### config.mk
export PLATFORM = sky130hd
export DESIGN_NAME = m2_block_scheduler_flat
export DESIGN_NICKNAME = d
export VERILOG_FILES = /design/src/rtl/m2_block_scheduler_if.sv /design/src/rtl/m2_block_scheduler.sv /design/src/flat_wrapper.sv
export SDC_FILE = /design/constraint.sdc
export NUM_CORES = 1
export LEC_CHECK = 0
export CORE_UTILIZATION = 60
export DETAILED_ROUTE_END_ITERATION = 8
export HOLD_SLACK_MARGIN = 0.08
export PLACE_DENSITY = 0.83
export SYNTH_ARGS = -nofsm -noshare
export SYNTH_HDL_FRONTEND = slang
export SYNTH_SLANG_ARGS = --single-unit
### constraint.sdc
create_clock -name Clock -period 4.8 [get_ports Clock]
set_input_delay 1.2 -clock Clock [delete_from_list [all_inputs] [get_ports Clock]]
set_output_delay 1.2 -clock Clock [all_outputs]
set_load 0.005 [all_outputs]
### src/rtl/m2_block_scheduler_if.sv
// Engine handshake, block base address and SRAM ownership bundle between the
// M2 block scheduler (master) and its fetch/compute/write engines (slave).
interface m2_block_scheduler_if;
  logic        FS_start;
  logic        CT_start;
  logic        CS_start;
  logic        WS_start;
  logic        FS_done;
  logic        CT_done;
  logic        CS_done;
  logic        WS_done;
  logic [17:0] FS_base_addr;
  logic [17:0] WS_base_addr;
  logic        WS_y_seg;
  logic        FS_sram_req;
  logic        WS_sram_req;
  logic        FS_sram_grant;
  logic        WS_sram_grant;

  modport master (
    output FS_start, CT_start, CS_start, WS_start,
    output FS_base_addr, WS_base_addr, WS_y_seg,
    output FS_sram_grant, WS_sram_grant,
    input  FS_done, CT_done, CS_done, WS_done,
    input  FS_sram_req, WS_sram_req
  );

  modport slave (
    input  FS_start, CT_start, CS_start, WS_start,
    input  FS_base_addr, WS_base_addr, WS_y_seg,
    input  FS_sram_grant, WS_sram_grant,
    output FS_done, CT_done, CS_done, WS_done,
    output FS_sram_req, WS_sram_req
  );
endinterface

### src/rtl/m2_block_scheduler.sv
// Pipelines fetch-S', compute-T, compute-S and write-S over the 2400 IDCT blocks of a frame.
// Defining M2_SCHED_PERF_CNT_EN adds the M2_cycles frame cycle counter output.
module m2_block_scheduler (
  input  logic                 Clock,
  input  logic                 Resetn,
  input  logic                 Enable,
  m2_block_scheduler_if.master eng,
  output logic                 M2_done,
  output logic                 M2_err
`ifdef M2_SCHED_PERF_CNT_EN
  ,
  output logic [31:0]          M2_cycles
`endif
);
  // state | meaning
  // IDLE  | waiting for Enable
  // LI_FS | lead-in: fetch block 0 only
  // PH_A  | compute T of block n, write S of block n-1
  // PH_B  | compute S of block n, fetch block n+1
  // LO_WS | lead-out: write block 2399
  // DONE  | one-cycle frame-complete pulse
  typedef enum logic [2:0] {IDLE, LI_FS, PH_A, PH_B, LO_WS, DONE} state_t;

  typedef struct packed {
    logic [1:0] seg;
    logic [4:0] row;
    logic [5:0] col;
  } pos_t;

  localparam logic [11:0] LAST_BLK = 12'd2399;

  function automatic logic [17:0] fs_addr(input pos_t p);
    logic [17:0] r, c;
    r = {13'd0, p.row};
    c = {12'd0, p.col};
    case (p.seg)
      2'd0:    fs_addr = 18'd76800  + r * 18'd2560 + c * 18'd8;
      2'd1:    fs_addr = 18'd153600 + r * 18'd1280 + c * 18'd8;
      default: fs_addr = 18'd192000 + r * 18'd1280 + c * 18'd8;
    endcase
  endfunction

  function automatic logic [17:0] ws_addr(input pos_t p);
    logic [17:0] r, c;
    r = {13'd0, p.row};
    c = {12'd0, p.col};
    case (p.seg)
      2'd0:    ws_addr = r * 18'd1280 + c * 18'd4;
      2'd1:    ws_addr = 18'd38400 + r * 18'd640 + c * 18'd4;
      default: ws_addr = 18'd57600 + r * 18'd640 + c * 18'd4;
    endcase
  endfunction

  // Y is 40 blocks wide, U and V 20; seg steps past V after the last block and is cleared on Enable.
  function automatic pos_t pos_next(input pos_t p);
    pos_t n;
    n = p;
    if (p.col == ((p.seg == 2'd0) ? 6'd39 : 6'd19)) begin
      n.col = 6'd0;
      if (p.row == 5'd29) begin
        n.row = 5'd0;
        n.seg = p.seg + 2'd1;
      end else begin
        n.row = p.row + 5'd1;
      end
    end else begin
      n.col = p.col + 6'd1;
    end
    return n;
  endfunction

  state_t      state;
  logic [11:0] blk;
  pos_t        fs_pos, ws_pos;
  logic        fs_flag, ct_flag, cs_flag, ws_flag;
  logic        fs_start_q, ct_start_q, cs_start_q, ws_start_q;
  logic [17:0] fs_base_q, ws_base_q;
  logic        ws_y_q, fs_own, ws_own;
  logic        fs_exp, ct_exp, cs_exp, ws_exp;
  logic        fs_ok, ct_ok, cs_ok, ws_ok;
  logic        in_phase, advance, proto_err;

  // A done counts only if its engine was started this phase, has not reported yet,
  // and is not arriving in the start cycle itself.
  always_comb begin
    fs_exp    = (state == LI_FS) || ((state == PH_B) && (blk != LAST_BLK));
    ct_exp    = (state == PH_A);
    cs_exp    = (state == PH_B);
    ws_exp    = ((state == PH_A) && (blk != 12'd0)) || (state == LO_WS);
    fs_ok     = eng.FS_done && fs_exp && !fs_flag && !fs_start_q;
    ct_ok     = eng.CT_done && ct_exp && !ct_flag && !ct_start_q;
    cs_ok     = eng.CS_done && cs_exp && !cs_flag && !cs_start_q;
    ws_ok     = eng.WS_done && ws_exp && !ws_flag && !ws_start_q;
    proto_err = (eng.FS_done && !fs_ok) || (eng.CT_done && !ct_ok) ||
                (eng.CS_done && !cs_ok) || (eng.WS_done && !ws_ok);
    in_phase  = state inside {LI_FS, PH_A, PH_B, LO_WS};
    advance   = in_phase &&
                (!fs_exp || fs_flag || fs_ok) && (!ct_exp || ct_flag || ct_ok) &&
                (!cs_exp || cs_flag || cs_ok) && (!ws_exp || ws_flag || ws_ok);
  end

  always_ff @(posedge Clock or negedge Resetn) begin
    if (!Resetn) begin
      state      <= IDLE;
      blk        <= '0;
      fs_pos     <= '0;
      ws_pos     <= '0;
      fs_flag    <= 1'b0;
      ct_flag    <= 1'b0;
      cs_flag    <= 1'b0;
      ws_flag    <= 1'b0;
      fs_start_q <= 1'b0;
      ct_start_q <= 1'b0;
      cs_start_q <= 1'b0;
      ws_start_q <= 1'b0;
      fs_base_q  <= '0;
      ws_base_q  <= '0;
      ws_y_q     <= 1'b0;
      fs_own     <= 1'b0;
      ws_own     <= 1'b0;
      M2_done    <= 1'b0;
      M2_err     <= 1'b0;
    end else begin
      fs_start_q <= 1'b0;
      ct_start_q <= 1'b0;
      cs_start_q <= 1'b0;
      ws_start_q <= 1'b0;
      M2_done    <= 1'b0;
      if (proto_err) M2_err <= 1'b1;
      if (fs_ok) fs_pos <= pos_next(fs_pos);
      if (ws_ok) ws_pos <= pos_next(ws_pos);
      if (advance) begin
        fs_flag <= 1'b0;
        ct_flag <= 1'b0;
        cs_flag <= 1'b0;
        ws_flag <= 1'b0;
      end else begin
        if (fs_ok) fs_flag <= 1'b1;
        if (ct_ok) ct_flag <= 1'b1;
        if (cs_ok) cs_flag <= 1'b1;
        if (ws_ok) ws_flag <= 1'b1;
      end
      case (state)
        IDLE: if (Enable) begin
          state      <= LI_FS;
          fs_start_q <= 1'b1;
          fs_base_q  <= fs_addr('0);
          fs_pos     <= '0;
          ws_pos     <= '0;
          blk        <= '0;
          fs_own     <= 1'b1;
          ws_own     <= 1'b0;
        end
        LI_FS: if (advance) begin
          state      <= PH_A;
          ct_start_q <= 1'b1;
          fs_own     <= 1'b0;
          ws_own     <= 1'b1;
        end
        PH_A: if (advance) begin
          state      <= PH_B;
          cs_start_q <= 1'b1;
          fs_own     <= 1'b1;
          ws_own     <= 1'b0;
          if (blk != LAST_BLK) begin
            fs_start_q <= 1'b1;
            fs_base_q  <= fs_addr(fs_pos);
          end
        end
        PH_B: if (advance) begin
          ws_start_q <= 1'b1;
          ws_base_q  <= ws_addr(ws_pos);
          ws_y_q     <= (ws_pos.seg == 2'd0);
          fs_own     <= 1'b0;
          ws_own     <= 1'b1;
          if (blk == LAST_BLK) begin
            state <= LO_WS;
          end else begin
            state      <= PH_A;
            ct_start_q <= 1'b1;
            blk        <= blk + 12'd1;
          end
        end
        LO_WS: if (advance) begin
          state   <= DONE;
          M2_done <= 1'b1;
          ws_own  <= 1'b0;
        end
        DONE:    state <= IDLE;
        default: state <= IDLE;
      endcase
    end
  end

  assign eng.FS_start      = fs_start_q;
  assign eng.CT_start      = ct_start_q;
  assign eng.CS_start      = cs_start_q;
  assign eng.WS_start      = ws_start_q;
  assign eng.FS_base_addr  = fs_base_q;
  assign eng.WS_base_addr  = ws_base_q;
  assign eng.WS_y_seg      = ws_y_q;
  assign eng.FS_sram_grant = eng.FS_sram_req & fs_own;
  assign eng.WS_sram_grant = eng.WS_sram_req & ws_own;

`ifdef M2_SCHED_PERF_CNT_EN
  always_ff @(posedge Clock or negedge Resetn) begin
    if (!Resetn) begin
      M2_cycles <= '0;
    end else if ((state == IDLE) && Enable) begin
      M2_cycles <= 32'd1;
    end else if (state != IDLE) begin
      M2_cycles <= M2_cycles + 32'd1;
    end
  end
`endif
endmodule

### src/flat_wrapper.sv
// flat-port wrapper written by rule: the top's interface ports become plain ports
module m2_block_scheduler_flat 
  (Clock, Resetn, Enable, M2_done, M2_err, eng_FS_start, eng_CT_start, eng_CS_start, eng_WS_start, eng_FS_base_addr, eng_WS_base_addr, eng_WS_y_seg, eng_FS_sram_grant, eng_WS_sram_grant, eng_FS_done, eng_CT_done, eng_CS_done, eng_WS_done, eng_FS_sram_req, eng_WS_sram_req);
  m2_block_scheduler_if eng_i ();
  input  logic Clock;
  input  logic Resetn;
  input  logic Enable;
  output logic M2_done;
  output logic M2_err;
  output wire logic [$bits(eng_i.FS_start)-1:0] eng_FS_start;
  output wire logic [$bits(eng_i.CT_start)-1:0] eng_CT_start;
  output wire logic [$bits(eng_i.CS_start)-1:0] eng_CS_start;
  output wire logic [$bits(eng_i.WS_start)-1:0] eng_WS_start;
  output wire logic [$bits(eng_i.FS_base_addr)-1:0] eng_FS_base_addr;
  output wire logic [$bits(eng_i.WS_base_addr)-1:0] eng_WS_base_addr;
  output wire logic [$bits(eng_i.WS_y_seg)-1:0] eng_WS_y_seg;
  output wire logic [$bits(eng_i.FS_sram_grant)-1:0] eng_FS_sram_grant;
  output wire logic [$bits(eng_i.WS_sram_grant)-1:0] eng_WS_sram_grant;
  input wire logic [$bits(eng_i.FS_done)-1:0] eng_FS_done;
  input wire logic [$bits(eng_i.CT_done)-1:0] eng_CT_done;
  input wire logic [$bits(eng_i.CS_done)-1:0] eng_CS_done;
  input wire logic [$bits(eng_i.WS_done)-1:0] eng_WS_done;
  input wire logic [$bits(eng_i.FS_sram_req)-1:0] eng_FS_sram_req;
  input wire logic [$bits(eng_i.WS_sram_req)-1:0] eng_WS_sram_req;
  assign eng_FS_start = eng_i.FS_start;
  assign eng_CT_start = eng_i.CT_start;
  assign eng_CS_start = eng_i.CS_start;
  assign eng_WS_start = eng_i.WS_start;
  assign eng_FS_base_addr = eng_i.FS_base_addr;
  assign eng_WS_base_addr = eng_i.WS_base_addr;
  assign eng_WS_y_seg = eng_i.WS_y_seg;
  assign eng_FS_sram_grant = eng_i.FS_sram_grant;
  assign eng_WS_sram_grant = eng_i.WS_sram_grant;
  assign eng_i.FS_done = eng_FS_done;
  assign eng_i.CT_done = eng_CT_done;
  assign eng_i.CS_done = eng_CS_done;
  assign eng_i.WS_done = eng_WS_done;
  assign eng_i.FS_sram_req = eng_FS_sram_req;
  assign eng_i.WS_sram_req = eng_WS_sram_req;
  m2_block_scheduler u_core (.Clock(Clock), .Resetn(Resetn), .Enable(Enable), .eng(eng_i), .M2_done(M2_done), .M2_err(M2_err));
endmodule
Word-level counts from Yosys, hierarchy flattened
Cells that the tools add are included.
- word-level logic and storage cells: 198
- output and inout bits: 45
- flip-flop bits (word level): 90
- bits of input ports: 9
- add/subtract/negate cells: 18
- muxes and demuxes: 58
- multiply operators: 4
- bitwise operators: 2
- reductions and logical operators: 72
- equal/unequal tests: 21
- operator list (cell ; count):
    case mux 18 bit (2 select lines) ; 3
    2-to-1 mux 13 bit ; 6
    adder 18 x 9 -> 18 bit ; 3
    2-to-1 mux 18 bit ; 3
    adder 18 x 16 -> 18 bit (first input constant) ; 2
    adder 18 x 8 -> 18 bit ; 2
    2-to-1 mux 12 bit ; 3
    adder 16 x 15 -> 17 bit (first input constant) ; 2
    multiplier 5 x 3 -> 8 bit (second input constant) ; 4
    2-to-1 mux 6 bit ; 4
    case mux 12 bit (2 select lines) ; 1
    logical AND 1 bit ; 22
    2-to-1 mux 1 bit ; 21
    adder 17 x 17 -> 18 bit (first input constant) ; 1
    2-to-1 mux 3 bit ; 6
    adder 16 x 8 -> 17 bit ; 1
    logical NOT 1 bit ; 16
    AND reduction 4 bit ; 4
    case mux 3 bit (5 select lines) ; 1
    2-to-1 mux 7 bit ; 2
    logical OR 1 bit ; 13
    adder 12 x 1 -> 12 bit (second input constant) ; 1
    adder 6 x 1 -> 6 bit (second input constant) ; 2
    equality test 12 bit (second input constant) ; 1
    25 further kinds ; 51

Longest topological paths before layout
- word-level depth: 13
- depth in mapped cells: 10
- depth with buffers taken out: 10

Worst setup path before layout
OpenSTA, ideal clock, no wires.
- path type: register to register
- start point: reg u_core.ws_pos[7] (netlist name)
- end point: reg u_core.ws_base_q[15], in the netlist u_core.eng.WS_base_addr[15]
- data required time: 4.670 ns
- setup slack: 1.557 ns
- setup time: 0.130 ns
- buffers on the path: 1
- data arrival time: 3.113 ns
- cell stages (with the launch flop): 11
- period minus slack after synthesis: 3.243 ns
- path through: dfrtp_1 ha_1 ha_1 fa_1 clkbuf_1 nand2b_1 and3_1 or4_4 a2111oi_0 a221o_1 a31oi_1
- cells in the longest elaborated chain, start to end: 4
- elaborated cells on any way between the ends: 8
- those cells by class: add/sub: 5; mul: 2; mux: 1
- ends and longest elaborated chain (item ; line ; text):
    start, declared ; m2_block_scheduler.sv:74 ; pos_t fs_pos, ws_pos;
    start signal, assigned ; m2_block_scheduler.sv:131 ; if (ws_ok) ws_pos <= pos_next(ws_pos);
    multiplier 5 x 3 -> 8 bit ; m2_block_scheduler.sv:48, m2_block_scheduler.sv:49, m2_block_scheduler.sv:50 ;
    adder 16 x 15 -> 17 bit, on equally long branches ; m2_block_scheduler.sv:50, m2_block_scheduler.sv:49 ;
    adder 18 x 8 -> 18 bit, on equally long branches ; m2_block_scheduler.sv:50, m2_block_scheduler.sv:49 ;
    case mux 18 bit (2 select lines) * ; m2_block_scheduler.sv:47 ; case (p.seg)
    end signal, assigned ; m2_block_scheduler.sv:172 ; ws_base_q <= ws_addr(ws_pos);
    end, declared ; m2_block_scheduler.sv:77 ; logic [17:0] fs_base_q, ws_base_q;
Mark *: on every way between the ends. The rest lies on a longest branch, timed or not.
A chain may end at the register's enable or synchronous reset.

Worst setup path in the final report
Ends and elaborated chain as after synthesis.

==> flow_summary.json <==
{
  "critPathMaxFanout": 12,
  "outcome": "completed",
  "layout-drive-gt1-share_pct": 7.556,
  "synth_async_sr_flop_share_pct": 100.0,
  "report.final.slew_viol_count": 0,
  "port_buffers": 48,
  "p_leak_uw": 0.002916,
  "post-dp-hpwl_um": 10080,
  "crit_path_end_kind": "register",
  "synth-seq-cells": 85,
  "critPathBufInv": 0,
  "whs_ps": 506.2,
  "vias_per_cell": 6.182,
  "ys_seq_area_share_pct": 36.54,
  "cts_setup_buffers": 0,
  "grt_pass1_wl_um": 23220,
  "maxCapViolCount": 0,
  "crit_chain": "ha_1 -> ha_1 -> fa_1 -> nand2b_1 -> and3_1 -> or4_4 -> a2111oi_0 -> a221o_1 -> a31oi_1",
  "first_iter_violations": 266,
  "cts_buffers": 9,
  "critPathKind": "register to register",
  "setup_tns_ps": 0,
  "ctsHoldBuffers": 0,
  "synth-edff-count": 0,
  "arrival_ps": 3880,
  "ios": 54,
  "antenna_found_initial": 0,
  "die_w_um": 100.5,
  "power.density_mw_per_mm2": 422.2,
  "tritoncts": "done",
  "grt-ovfl-total": 0,
  "drtPass1Iterations": 5,
  "h-tree-depth": 3,
  "vias": 4970,
  "relSlewSlack_pct": 28.52,
  "clockBufferDepth": 2,
  "cpMostUsedCell": "ha_1",
  "fin_crit_ps": 3648,
  "seq_area_mm2": 0.002127,
  "synth-warning-count": 0,
  "crit_family": "adder cells",
  "die_area_mm2": 0.01010,
  "track_usage_pct": 29.24,
  "synthFlopType": "dfrtp_1",
  "wl_per_cell_um": 17.20,
  "finalCritPeriodShare_pct": 76.00,
  "clkLatencyLatePin_ps": 370,
  "cts_root_buf": "clkbuf_8",
  "rows": 35,
  "fillCellCount": 729,
  "cts_resized": 0,
  "grt_pass1_vias": 4936,
  "clk_pin_slew_worst_paths_ps": 100,
  "min_path_type": "register to register",
  "diodes": 0,
  "detail-route-antenna-nets": 0,
  "peakVddDrop_uv": 250.1,
  "setup_viol": 0,
  "cp_slowest_cell": "fa_1",
  "cp-start-kind": "register",
  "tightest_slew_ps": 1072,
  "grt_max_degree": 86,
  "wl_um": 13830,
  "netlist_area_mm2": 0.005821,
  "clock_sinks": 85,
  "die_height_um": 100.5,
  "netlist-cell-type-count": 75,
  "gp_congestion": 0.9210,
  "hold_viol": 0,
  "syn2layout_area_growth_pct": 12.30,
  "remaining_drc_errors": 0,
  "layout.nets": 717,
  "avgSynthCellArea_um2": 9.109,
  "start_util_pct": 62.40,
  "multi_input_area_mm2": 0.003436,
  "max_stage_delay_ps": 670,
  "cp.required_ps": 5030,
  "clock_skew_ps": 14.86,
  "syn_inst": 639,
  "core_mm2": 0.009328,
  "timing.fmax_mhz": 274.1,
  "rsz0062_at_grt": "false"
}
## Yosys cell counts, drive strengths merged, types with 3 or more instances
library cell,count,area (um^2)
a2111oi,4,53.81
a211oi,7,52.55
a21o,8,60.06
a21oi,40,204.0
a221oi,3,26.28
a31oi,4,25.02
and2,8,50.05
and3,8,50.05
buf,11,67.57
clkbuf,22,82.58
dfrtp,85,2127
ha,36,450.4
inv,34,127.6
mux2,10,112.6
mux2i,21,210.2
nand2,63,236.5
nand2b,9,56.30
nand3,16,80.08
nand3b,4,30.03
nand4,10,62.56
nand4b,4,35.03
nor2,54,202.7
nor2b,6,37.54
nor3,15,75.07
nor4,6,73.82
o211ai,3,22.52
o21a,4,30.03
o21ai,34,173.9
o221ai,4,35.03
o22ai,3,18.77
o311ai,3,26.28
o31ai,6,58.81
or2,3,18.77
or3,10,62.56
or3b,5,43.79
or4,7,61.31
xnor2,23,201.4
xor2,11,96.34
## layout make-up
type | count | share of cell area (%)
Clock buffer | 9 | 1.895
Clock inverter | 7 | 1.149
Inverter | 34 | 1.953
Multi-Input combinational cell | 491 | 52.57
Sequential cell | 85 | 32.54
Tap cell | 129 | 2.469
Timing Repair Buffer | 49 | 7.427
## logic make-up after synthesis
logic type                 synth area share [%]
other                                   0.06443
AOI/OAI and AO/OA                         16.92
xor gates and xnor gates                  5.890
buffers and inverters                     4.772
and+or+nand+nor                           21.84
muxes                                     5.546
adders and majority gates                 8.426
DFF                                       36.54
## power by group
part           total [uW]  internal [uW]  leakage, uW  switching [uW]
Sequential           1060            885      0.00111             175
Clock                 511            205    0.0000981             306
Combinational        1190            527      0.00171             662
## cell usage in the layout, fill, tap and decap left out, types with 5 or more instances in the layout
master           count
nand2b_1             9
and3_1               8
dfrtp_1             85
nand2_1             63
a21o_1               8
ha_1                36
xnor2_1             23
inv_1               33
nor2_1              54
or3_1               10
clkdlybuf4s50_1     47
a21oi_1             39
nor2b_1              6
o31ai_1              5
and2_1               8
nand4_1             10
clkbuf_8             9
a211oi_1             7
o21ai_0             33
nand3_1             16
mux2i_1             21
conb_1               5
mux2_2              10
nor3_1              14
xor2_1              11
## sequential cells by signal, indices dropped and copies added (netlist names), 3 cells and up
| register | count |
|---|---|
| u_core.fs_pos | 13 |
| u_core.eng.WS_base_addr | 16 |
| u_core.eng.FS_base_addr | 15 |
| u_core.state | 3 |
| u_core.ws_pos | 13 |
| u_core.blk | 12 |
## final timing paths
| check | depth (start not counted) | end | slack [ps] | start |
|---|---|---|---|---|
| max | 9 | u_core.eng.WS_base_addr[15] | 1150 | u_core.ws_pos[7] |
| min | 2 | u_core.eng.WS_base_addr[5] | 510 | u_core.eng.WS_base_addr[5] |
| max reg2reg | 9 | u_core.eng.WS_base_addr[15] | 1150 | u_core.ws_pos[7] |
| min reg2reg | 2 | u_core.eng.WS_base_addr[5] | 510 | u_core.eng.WS_base_addr[5] |
| max in group asynchronous | 1 | u_core.ws_pos[12] | 3090 | Resetn |
| min in group asynchronous | 1 | u_core.eng.FS_base_addr[11] | 1030 | Resetn |
## routing by layer
| metal | track usage, % | up-vias | part of all wire, % |
|---|---|---|---|
| li1 | - | 2347 | - |
| met1 | 38.72 | 2424 | 44 |
| met2 | 47.89 | 175 | 49 |
| met3 | 5.548 | 24 | 5.4 |
| met4 | 11.04 | 0 | 2.0 |
| met5 | 0 | - | 0 |
## metrics by stage
stage	power, uW	cell area [um^2]	util [%]	setup WS (ps)	cells
floorplan	1835	5836	-	1557	643
global placement	2178	6337	67.94	1300	788
detailed placement	2239	6337	67.94	1233	788
CTS	2754	6536	70.07	1217	804
global route	2948	6536	70.07	976.9	804
finish	2759	6536	70.07	1152	804
## worst register-to-register path, cell delays in order (launching register included)
cell and delay [ps]:
dfrtp_1 520, ha_1 360, ha_1 250, fa_1 670, nand2b_1 120, and3_1 210, or4_4 520, a2111oi_0 560
a221o_1 240, a31oi_1 90
Power figures use the tool's default switching activity.
